$ cat config.mk
export PLATFORM = sky130hd
export DESIGN_NAME = stopwatch_btn_conditioner
export DESIGN_NICKNAME = d
export VERILOG_FILES = /design/src/rtl/stopwatch_btn_conditioner.sv
export SDC_FILE = /design/constraint.sdc
export NUM_CORES = 1
export LEC_CHECK = 0
export ABC_AREA = 0
export CAP_MARGIN = 20
export CORE_ASPECT_RATIO = 1.5
export CORE_MARGIN = 8
export CORE_UTILIZATION = 50
export CTS_BUF_LIST = sky130_fd_sc_hd__clkbuf_8 sky130_fd_sc_hd__clkbuf_16
export DETAILED_ROUTE_END_ITERATION = 6
export GPL_TIMING_DRIVEN = 0
export PLACE_DENSITY = 0.67
export SLEW_MARGIN = 10
export SYNTH_ARGS = -nofsm -noshare
export SYNTH_HDL_FRONTEND = slang
export SYNTH_SLANG_ARGS = --single-unit
$ cat constraint.sdc
create_clock -name clk -period 4.6 [get_ports clk]
set_input_delay 0.46 -clock clk [delete_from_list [all_inputs] [get_ports clk]]
set_output_delay 0.46 -clock clk [all_outputs]
set_load 0.1 [all_outputs]
$ cat src/rtl/stopwatch_btn_conditioner.sv
// Start/stop push-button conditioner for the stopwatch core.
// Each button goes through a sync -> debounce FSM channel. The stop channel also has a long-press detector.

// One button channel: a two-flop synchroniser followed by a debounce/hold FSM.
// state        | meaning
// IDLE         | debounced released
// PRESS_WAIT   | candidate press, debounce counter running
// HELD         | debounced pressed
// RELEASE_WAIT | candidate release, debounce counter running
module stopwatch_btn_channel #(
  parameter int DEBOUNCE_CYCLES = 20000
) (
  input  logic clk,
  input  logic reset,
  input  logic btn,
  output logic pulse,
  output logic level
);

  localparam int CW = (DEBOUNCE_CYCLES > 2) ? $clog2(DEBOUNCE_CYCLES) : 1;
  localparam logic [CW-1:0] CNT_LAST = CW'(DEBOUNCE_CYCLES - 1);

  typedef enum logic [1:0] {
    IDLE         = 2'd0,
    PRESS_WAIT   = 2'd1,
    HELD         = 2'd2,
    RELEASE_WAIT = 2'd3
  } state_t;

  state_t          state, state_nxt;
  logic [CW-1:0]   cnt, cnt_nxt;
  logic            pulse_nxt;
  logic            sync_q1, sync_q2;

  always_ff @(posedge clk or negedge reset) begin
    if (!reset) begin
      sync_q1 <= 1'b0;
      sync_q2 <= 1'b0;
    end else begin
      sync_q1 <= btn;
      sync_q2 <= sync_q1;
    end
  end

  always_ff @(posedge clk or negedge reset) begin
    if (!reset) begin
      state <= IDLE;
      cnt   <= '0;
      pulse <= 1'b0;
    end else begin
      state <= state_nxt;
      cnt   <= cnt_nxt;
      pulse <= pulse_nxt;
    end
  end

  always_comb begin
    state_nxt = state;
    cnt_nxt   = cnt;
    pulse_nxt = 1'b0;
    case (state)
      IDLE: begin
        if (sync_q2) begin
          state_nxt = PRESS_WAIT;
          cnt_nxt   = '0;
        end
      end
      PRESS_WAIT: begin
        if (!sync_q2) begin
          state_nxt = IDLE;
        end else if (cnt == CNT_LAST) begin
          state_nxt = HELD;
          pulse_nxt = 1'b1;
        end else begin
          cnt_nxt = cnt + 1'b1;
        end
      end
      HELD: begin
        if (!sync_q2) begin
          state_nxt = RELEASE_WAIT;
          cnt_nxt   = '0;
        end
      end
      RELEASE_WAIT: begin
        if (sync_q2) begin
          state_nxt = HELD;
        end else if (cnt == CNT_LAST) begin
          state_nxt = IDLE;
        end else begin
          cnt_nxt = cnt + 1'b1;
        end
      end
      default: state_nxt = IDLE;
    endcase
  end

  // Level is a decode of the state register, so there is no path from the pin to the output.
  assign level = (state == HELD) || (state == RELEASE_WAIT);

endmodule

module stopwatch_btn_conditioner #(
  parameter int DEBOUNCE_CYCLES = 20000,
  parameter int LONG_CYCLES     = 1000000
) (
  input  logic clk,
  input  logic reset,
  input  logic start,
  input  logic stop,
  output logic start_pulse,
  output logic stop_pulse,
  output logic stop_long,
  output logic start_level,
  output logic stop_level
);

  localparam int HW = $clog2(LONG_CYCLES + 1);
  localparam logic [HW-1:0] HOLD_MAX  = HW'(LONG_CYCLES);
  localparam logic [HW-1:0] HOLD_FIRE = HW'(LONG_CYCLES - 1);

  logic [HW-1:0] hold_cnt;

  stopwatch_btn_channel #(.DEBOUNCE_CYCLES(DEBOUNCE_CYCLES)) u_start (
    .clk   (clk),
    .reset (reset),
    .btn   (start),
    .pulse (start_pulse),
    .level (start_level)
  );

  stopwatch_btn_channel #(.DEBOUNCE_CYCLES(DEBOUNCE_CYCLES)) u_stop (
    .clk   (clk),
    .reset (reset),
    .btn   (stop),
    .pulse (stop_pulse),
    .level (stop_level)
  );

  // The hold counter sits at zero while stop is debounced-released. It therefore starts from zero on every
  // accepted press. Release glitches stay in RELEASE_WAIT, where the level is still high, so they do not clear it.
  always_ff @(posedge clk or negedge reset) begin
    if (!reset) begin
      hold_cnt  <= '0;
      stop_long <= 1'b0;
    end else begin
      stop_long <= stop_level && (hold_cnt == HOLD_FIRE);
      if (!stop_level) begin
        hold_cnt <= '0;
      end else if (hold_cnt != HOLD_MAX) begin
        hold_cnt <= hold_cnt + 1'b1;
      end
    end
  end

endmodule
==> results.md, run 1 <==
* Top post-synthesis cells by count: dfrtp_1 (61), nand2_1 (27), a21oi_1 (23), nor2_1 (23), nand3_1 (21)
* Final Hold Fails at 0
* Ports at 9
* Crit path capture type: output pin
* Clk sinks at 61
* TritonCTS clock tree: built
* Async SR Flop Fraction at between 90% and 100%
* RSZ-0062 raised after global routing: false
* Pins over their slew limit at 0
* Worst-margin pin slew at between 0.9 and 1 ns
* Yosys warns at 0
* Share of cells above drive strength 1 at 7.54%
* Max Cap Viol at 0
* Power density over cell area at around 320 nW/um^2
* Synth top area cells: dfrtp_1 (49%), a21oi_1 (3.7%), nand3_1 (3.4%), or4_1 (3.4%), xor2_1 (3.4%)
* Tot GR Track Use at between 10% and 20%
* Yosys top cell area share at 49.3%
* Synthesized area at a little over 3000 sq um
* Cts bufs inserted at 9
* Seq/Total Area, Yosys at roughly half
* Hold buffers post-CTS at 0
* Final Cycle Share at a little under three fifths
* Grt ovf at 0
* Req. time, crit path at between 4 and 5 ns
* H-tree levels at 3
* Clock latency at the later pin of the worst-skew pair at around 0.34 ns
* RR Startpoint: u_start.cnt[7]$_DFFE_PN0P_
* TNS Setup at 0 ns
* Drt wl/cell at between 15 and 20 um
* Synthesized Nets at between 300 and 400
* Critical path fanouts, max at 5
* Layout Skew at 0.00770 ns
* Vias in the first global route at around 2500
* Worst r2r dst: u_start.cnt[5]$_DFFE_PN0P_
* R2R setup slack at around 2.4 ns
* DRT antenna net count at 0
* Outcome: completed
* Initial antenna violation count at 0
* Nature of the critical path startpoint: flop
* Core area at around 6000 sq um
* Post-Syn Area per Cell at approximately 9.7 sq um
* F_max at 0.393 GHz
* Final WS setup at 2.06 ns
* Rel. slew slack at a little over a third
* First-pass GRT wire length at between 10 and 15 mm
* R2R depth at 4
* Placer Congestion at 0.807
* DP Worst Slack at 2.41 ns
* Met1 Routed Length at ~2.7 mm
* Setup violations, final at 0
* WP data arrival at roughly 2.1 ns
* Gate count after technology mapping at about 320
* Starting DRT DRC Count at 92
* ANT cells at 0
* First drt pass iteration count at 6
* Yosys top cell by area: dfrtp_1
* Max Used Layer: met4
* Post-DP HPWL at 4.47 mm
* Clk root buf: clkbuf_8
* WS Path Type: flop to output pin
* Pin count of the biggest net entering global routing at 62
* Layout Area Growth over Synthesis at 12.8%
* # rows at 35
* Clock slew at reported path FFs at 0.07 ns
* Final instance area at between 3000 and 4000 sq um
* Peak supply drop at around 0.19 mV
* Vias/cell at approximately 6.0
* Distinct cells, synth at 36
* Drt total wl at ~6.3 mm
* Die Ht at 112 um
* Clock tree buffer depth at 2
* Top_reg_cell synth: dfrtp_1
* Fillers at between 500 and 600
* Tmin final at between 2 and 3 ns
* DRC viols at 0
* Die width at about 80 um
* Starting Density at 50.9%
* IO Port Bufs at 8
* Post-CTS Setup Bufs at 0
* DR WL met2 at 3.27 mm
* DR WL met3 at between 150 and 200 um
* Synth Register Bits at approximately 60
* P_leak at ~1.4 nW
* Die area at 9020 sq um
* Number of synthesized flops with an enable pin at 0
* Nets at approximately 350
* Post-cts gate resize count at 0
* Worst min path class: primary input to async pin
* Most common cell in the netlist: dfrtp_1
* Vias at about 2500
* Dpl cell area at 3270 sq um
[worst max path at each step]
stage	startpoint	to	slack [ns]
3_5_place_dp	u_start.cnt[5]$_DFFE_PN0P_	u_start.cnt[5]$_DFFE_PN0P_	2.41
2_1_floorplan	hold_cnt[15]$_DFFE_PN0P_	hold_cnt[0]$_DFFE_PN0P_	2.65
3_3_place_gp	reset	u_start.sync_q1$_DFF_PN0_	1.05
4_1_cts	flop	stop_level	2.04
5_1_grt	flop	stop_level	1.98
6_report	flop	stop_level	2.06
[where the power goes]
part	internal (mW)	leakage [nW]	switching [mW]
clock network	0.331	0.121	0.206
logic	0.0129	0.446	0.0287
registers	0.546	0.834	0.00999
[critical path: stages, from the launching register on]
cell and delay (ns):
dfrtp_1 0.44, clkbuf_1 0.16, clkdlybuf4s50_1 1.15
[per-stage QoR]
| step | power (mW) | hold slack (ns) | std cells | utilization, % |
|---|---|---|---|---|
| after global routing | 1.18 | 0.253 | 419 | 57.4 |
| after floorplan | 0.587 | 0.164 | 321 | - |
| final | 1.13 | 0.186 | 419 | 57.4 |
| after global placement | 0.608 | 0.334 | 403 | 53.7 |
| after detailed placement | 0.609 | 0.339 | 403 | 53.7 |
| after CTS | 1.15 | 0.216 | 419 | 57.4 |
[cells by family after synthesis]
| kind of cell | Yosys count | synth area share, % |
|---|---|---|
| and+or+nand+nor | 149 | 27.4 |
| AOI/OAI and AO/OA | 61 | 12.1 |
| DFF | 61 | 49.3 |
| buffers and inverters | 23 | 2.79 |
| xor gates and xnor gates | 18 | 5.09 |
| muxes | 5 | 1.78 |
| adders and majority gates | 4 | 1.62 |
[sequential cells by signal (all words and copies together) (netlist names), named ones only]
signal           flops
u_stop.cnt          15
u_start.cnt         15
u_start.sync_q2      1
hold_cnt            20
u_stop.pulse         1
u_start.state        1
u_stop.sync_q1       1
stop_long            1
u_start.pulse        1
u_start.sync_q1      1
u_stop.state         1
u_stop.sync_q2       1
[layout by cell type, fill, tap and decap left out, drive strengths merged, types with 3 or more instances in the layout]
| cell type | n |
|---|---|
| ha | 4 |
| a21oi | 23 |
| clkbuf | 23 |
| nand2b | 3 |
| nand3 | 21 |
| and4 | 9 |
| o211ai | 5 |
| or4 | 15 |
| inv | 11 |
| a22o | 4 |
| mux2 | 4 |
| dfrtp | 61 |
| o21ai | 17 |
| xnor2 | 6 |
| nand2 | 27 |
| xor2 | 12 |
| nor2 | 23 |
| or3 | 13 |
| nor3 | 3 |
| nor4 | 6 |
| and3 | 7 |
| or4b | 3 |
| nand4 | 13 |
| o31ai | 9 |
| clkdlybuf4s50 | 7 |
[final cells by class]
class / instances / area (sq um) / area share (%)
timing repair buffer: 8 / 77.6 / 2.22
tap: 74 / 92.6 / 2.65
clock buffer: 11 / 151 / 4.33
sequential: 61 / 1530 / 43.7
clock inverter: 5 / 73.8 / 2.11
multi-input combinational: 237 / 1490 / 42.5
inverter: 10 / 37.5 / 1.07
buffer: 13 / 48.8 / 1.40
[metal layers]
layer | vias to the layer above | GRT usage (%)
li1 | 1236 | -
met5 | - | 0
met1 | 1234 | 17.7
met3 | 12 | 4.08
met2 | 32 | 25.6
met4 | 0 | 7.07
Power figures use the tool's default switching activity.
==> run 2, diff against run 1 <==
Clock period 4.6 ns to 2.6 ns, I/O delays scaled along.
==> results of run 2 <==
The final DEF is identical to that of run 1. Status: finished with violations: hold timing.
Main changes from that run: setup slack after placement 2.41 ns -> 0.415 ns; setup slack after layout 2.06 ns -> 0.256 ns; hold slack 0.186 ns -> -0.0144 ns; number of hold violations in the final report 0 -> 13; register-to-register setup slack 2.43 ns -> 0.43 ns; total power 1.13 mW -> 2.01 mW; worst IR drop on VDD 0.192 mV -> 0.340 mV
==> run 3, diff against run 2 <==
Settings changed: ABC_AREA 0 to 1.
==> results.md, run 3 <==
* Setup violations, final at 0
* Crit path capture type: output pin
* Core area at 6810 sq um
* Die Ht at roughly 120 um
* Rel. slew slack at between 30% and 40%
* Seq/Total Area, Yosys at between 40% and 50%
* Number of synthesized flops with an enable pin at 0
* Die area at about 10000 sq um
* Critical path fanouts, max at 10
* R2R depth at 7
* Largest family of logic cells by synthesized area: simple AND/OR/NAND/NOR gates
* Outcome: finished with violations
* Starting Density at between 50 and 60%
* Req. time, crit path at around 2.3 ns
* Multiplexer share of the synthesized area at 0%
* Hold buffers post-CTS at 0
* IO Port Bufs at 8
* Synth Area in Compound Gates at under 10%
* Worst r2r dst: u_stop.cnt[2]$_DFFE_PN0P_
* Cell total after placement at between 500 and 600
* Share of cells above drive strength 1 at under 10%
* First-pass GRT wire length at between 10 and 15 mm
* Async SR Flop Fraction at 100%
* RR Startpoint: u_stop.cnt[0]$_DFFE_PN0P_
* R2R setup slack at 0.89 ns
* DRC viols at 0
* Synthesized Nets at 484
* Post-cts gate resize count at 0
* Max Cap Viol at 0
* Most common cell in the netlist: nand2_1
* Clock tree buffer depth at 2
* Clk root buf: clkbuf_8
* ANT cells at 0
* Clock slew at reported path FFs at about 0.07 ns
* Distinct cells, synth at 28
* Commonest cells after routing, fill and taps aside: nand2_1 (140), nor2_1 (79), dfrtp_1 (61)
* Layout Skew at ~0.0049 ns
* First drt pass iteration count at 4
* Peak supply drop at roughly 0.37 mV
* Largest regs: hold_cnt x20, u_start.cnt x15, u_stop.cnt x15
* Synth Area in XOR/XNOR at ~5.1%
* WHS at -0.0173 ns
* DRT antenna net count at 0
* Max reg flops at 20
* TNS Setup at 0 ns
* Final Cycle Share at 91.2%
* Drt total wl at 7.33 mm
* Clk sinks at 61
* Tot GR Track Use at ~16%
* Nature of the critical path startpoint: flop
* Top post-synthesis cells by count: nand2_1 (140), nor2_1 (79), dfrtp_1 (61), inv_1 (48), nand3_1 (36)
* Vias/cell at around 5.3
* Final WS setup at approximately 0.23 ns
* Vias at between 3000 and 4000
* Initial antenna violation count at 0
* Final instance area at between 3000 and 4000 sq um
* Yosys top cell area share at between 40% and 50%
* Cts bufs inserted at 9
* Gate count after technology mapping at 476
* Most common cell after layout, fill and taps aside: nand2_1
* Post-Syn Area per Cell at between 7 and 8 sq um
* Nets at between 500 and 600
* H-tree levels at 3
* Top_reg_cell synth: dfrtp_1
* Fillers at about 650
* # rows at 37
* Placer Congestion at 0.887
* Yosys warns at 0
* Synth Register Bits at 61
* Clock latency at the later pin of the worst-skew pair at approximately 0.35 ns
* Worst min path class: primary input to async pin
* Pins over their slew limit at 0
* Yosys top cell by area: dfrtp_1
* Top reg by flops: hold_cnt
* Die width at 83.9 um
* Synth Area in Simple Gates at about 36%
* Worst-margin pin slew at between 0.9 and 1 ns
* Synth top area cells: dfrtp_1 (44%), nand2_1 (15%), nor2_1 (8.6%), nand3_1 (5.2%), inv_1 (5.2%)
* Grt ovf at 0
* Vias in the first global route at a little under 3000
* Ports at 9
* Failing checks: hold timing
* Post-DP HPWL at ~5.3 mm
* Dpl cell area at between 3000 and 4000 sq um
* Pin count of the biggest net entering global routing at 62
* TritonCTS clock tree: built
* Tmin final at ~2.4 ns
* Synthesized-area fraction occupied by adder cells at under 10%
* Synthesized area at roughly 3500 sq um
* RSZ-0062 raised after global routing: false
* Drt wl/cell at 12.7 um
* Starting DRT DRC Count at between 200 and 250
* WS Path Type: flop to output pin
* Finished Layout Cells at roughly 580
* DP Worst Slack at around 0.6 ns
* P_leak at about 1.7 nW
* F_max at about 0.42 GHz
* Final Hold Fails at 28
* Layout Area Growth over Synthesis at 12.5%
* Power density over cell area at between 500 and 600 nW/um^2
* WP data arrival at approximately 2.1 ns
* Post-CTS Setup Bufs at 0
run 3: worst max-delay path by stage:
stage	from	end	slack, ns	cells past startpoint
floorplan	flop	stop_level	1.03	2
global placement	reset	u_start.sync_q1$_DFF_PN0_	-0.74	1
detailed placement	flop	stop_level	0.59	3
CTS	flop	stop_level	0.20	3
global route	flop	stop_level	0.14	3
finish	flop	stop_level	0.23	3
run 3: power breakdown:
group	switching, mW	total [mW]	internal, mW
registers	0.0218	0.987	0.965
logic	0.0591	0.0862	0.0272
clock network	0.389	1.08	0.690
run 3: area by class of cell:
class                           instances  area (sq um)  share of cell area, %
Multi-Input combinational cell        355          1680                   43.1
Sequential cell                        61          1530                   39.2
Clock buffer                           11           151                   3.89
Timing Repair Buffer                    8          77.6                   1.99
Clock inverter                          5           106                   2.73
Inverter                               50           188                   4.82
Buffer                                 10          66.3                   1.70
Tap cell                               78          97.6                   2.51
run 3: metal layers:
| layer | wire length, um | part of all wire, % | GRT usage, % |
|---|---|---|---|
| met1 | 3200 | 44 | 18.1 |
| met2 | 3750 | 51 | 26.7 |
| met3 | 239 | 3.3 | 3.12 |
| met4 | 147 | 2.0 | 8.68 |
| met5 | 0 | 0 | 0 |
run 3: worst max-delay path, stage by stage (launching register included):
cell and delay [ns]:
dfrtp_1 0.31, buf_2 0.21, clkbuf_1 0.11, clkdlybuf4s50_1 1.13
run 3: logic make-up (layout without fill, tap and decap cells):
| logic type | after synthesis | in the layout |
|---|---|---|
| adder cells (fa/ha/maj) | 4 | 4 |
| buffers and inverters | 60 | 84 |
| AO/OA/AOI/OAI | 38 | 38 |
| flip-flops | 61 | 61 |
| XOR/XNOR | 20 | 20 |
| AND/OR/NAND/NOR | 293 | 293 |
run 3: stage by stage:
step | hold slack, ns | total power [mW] | utilization [%]
final | -0.0173 | 2.15 | 57.2
after global routing | 0.0478 | 2.22 | 57.2
after CTS | 0.0114 | 2.17 | 57.2
after detailed placement | 0.337 | 1.09 | 53.4
after global placement | 0.335 | 1.09 | 53.4
after floorplan | -0.0356 | 1.05 | -
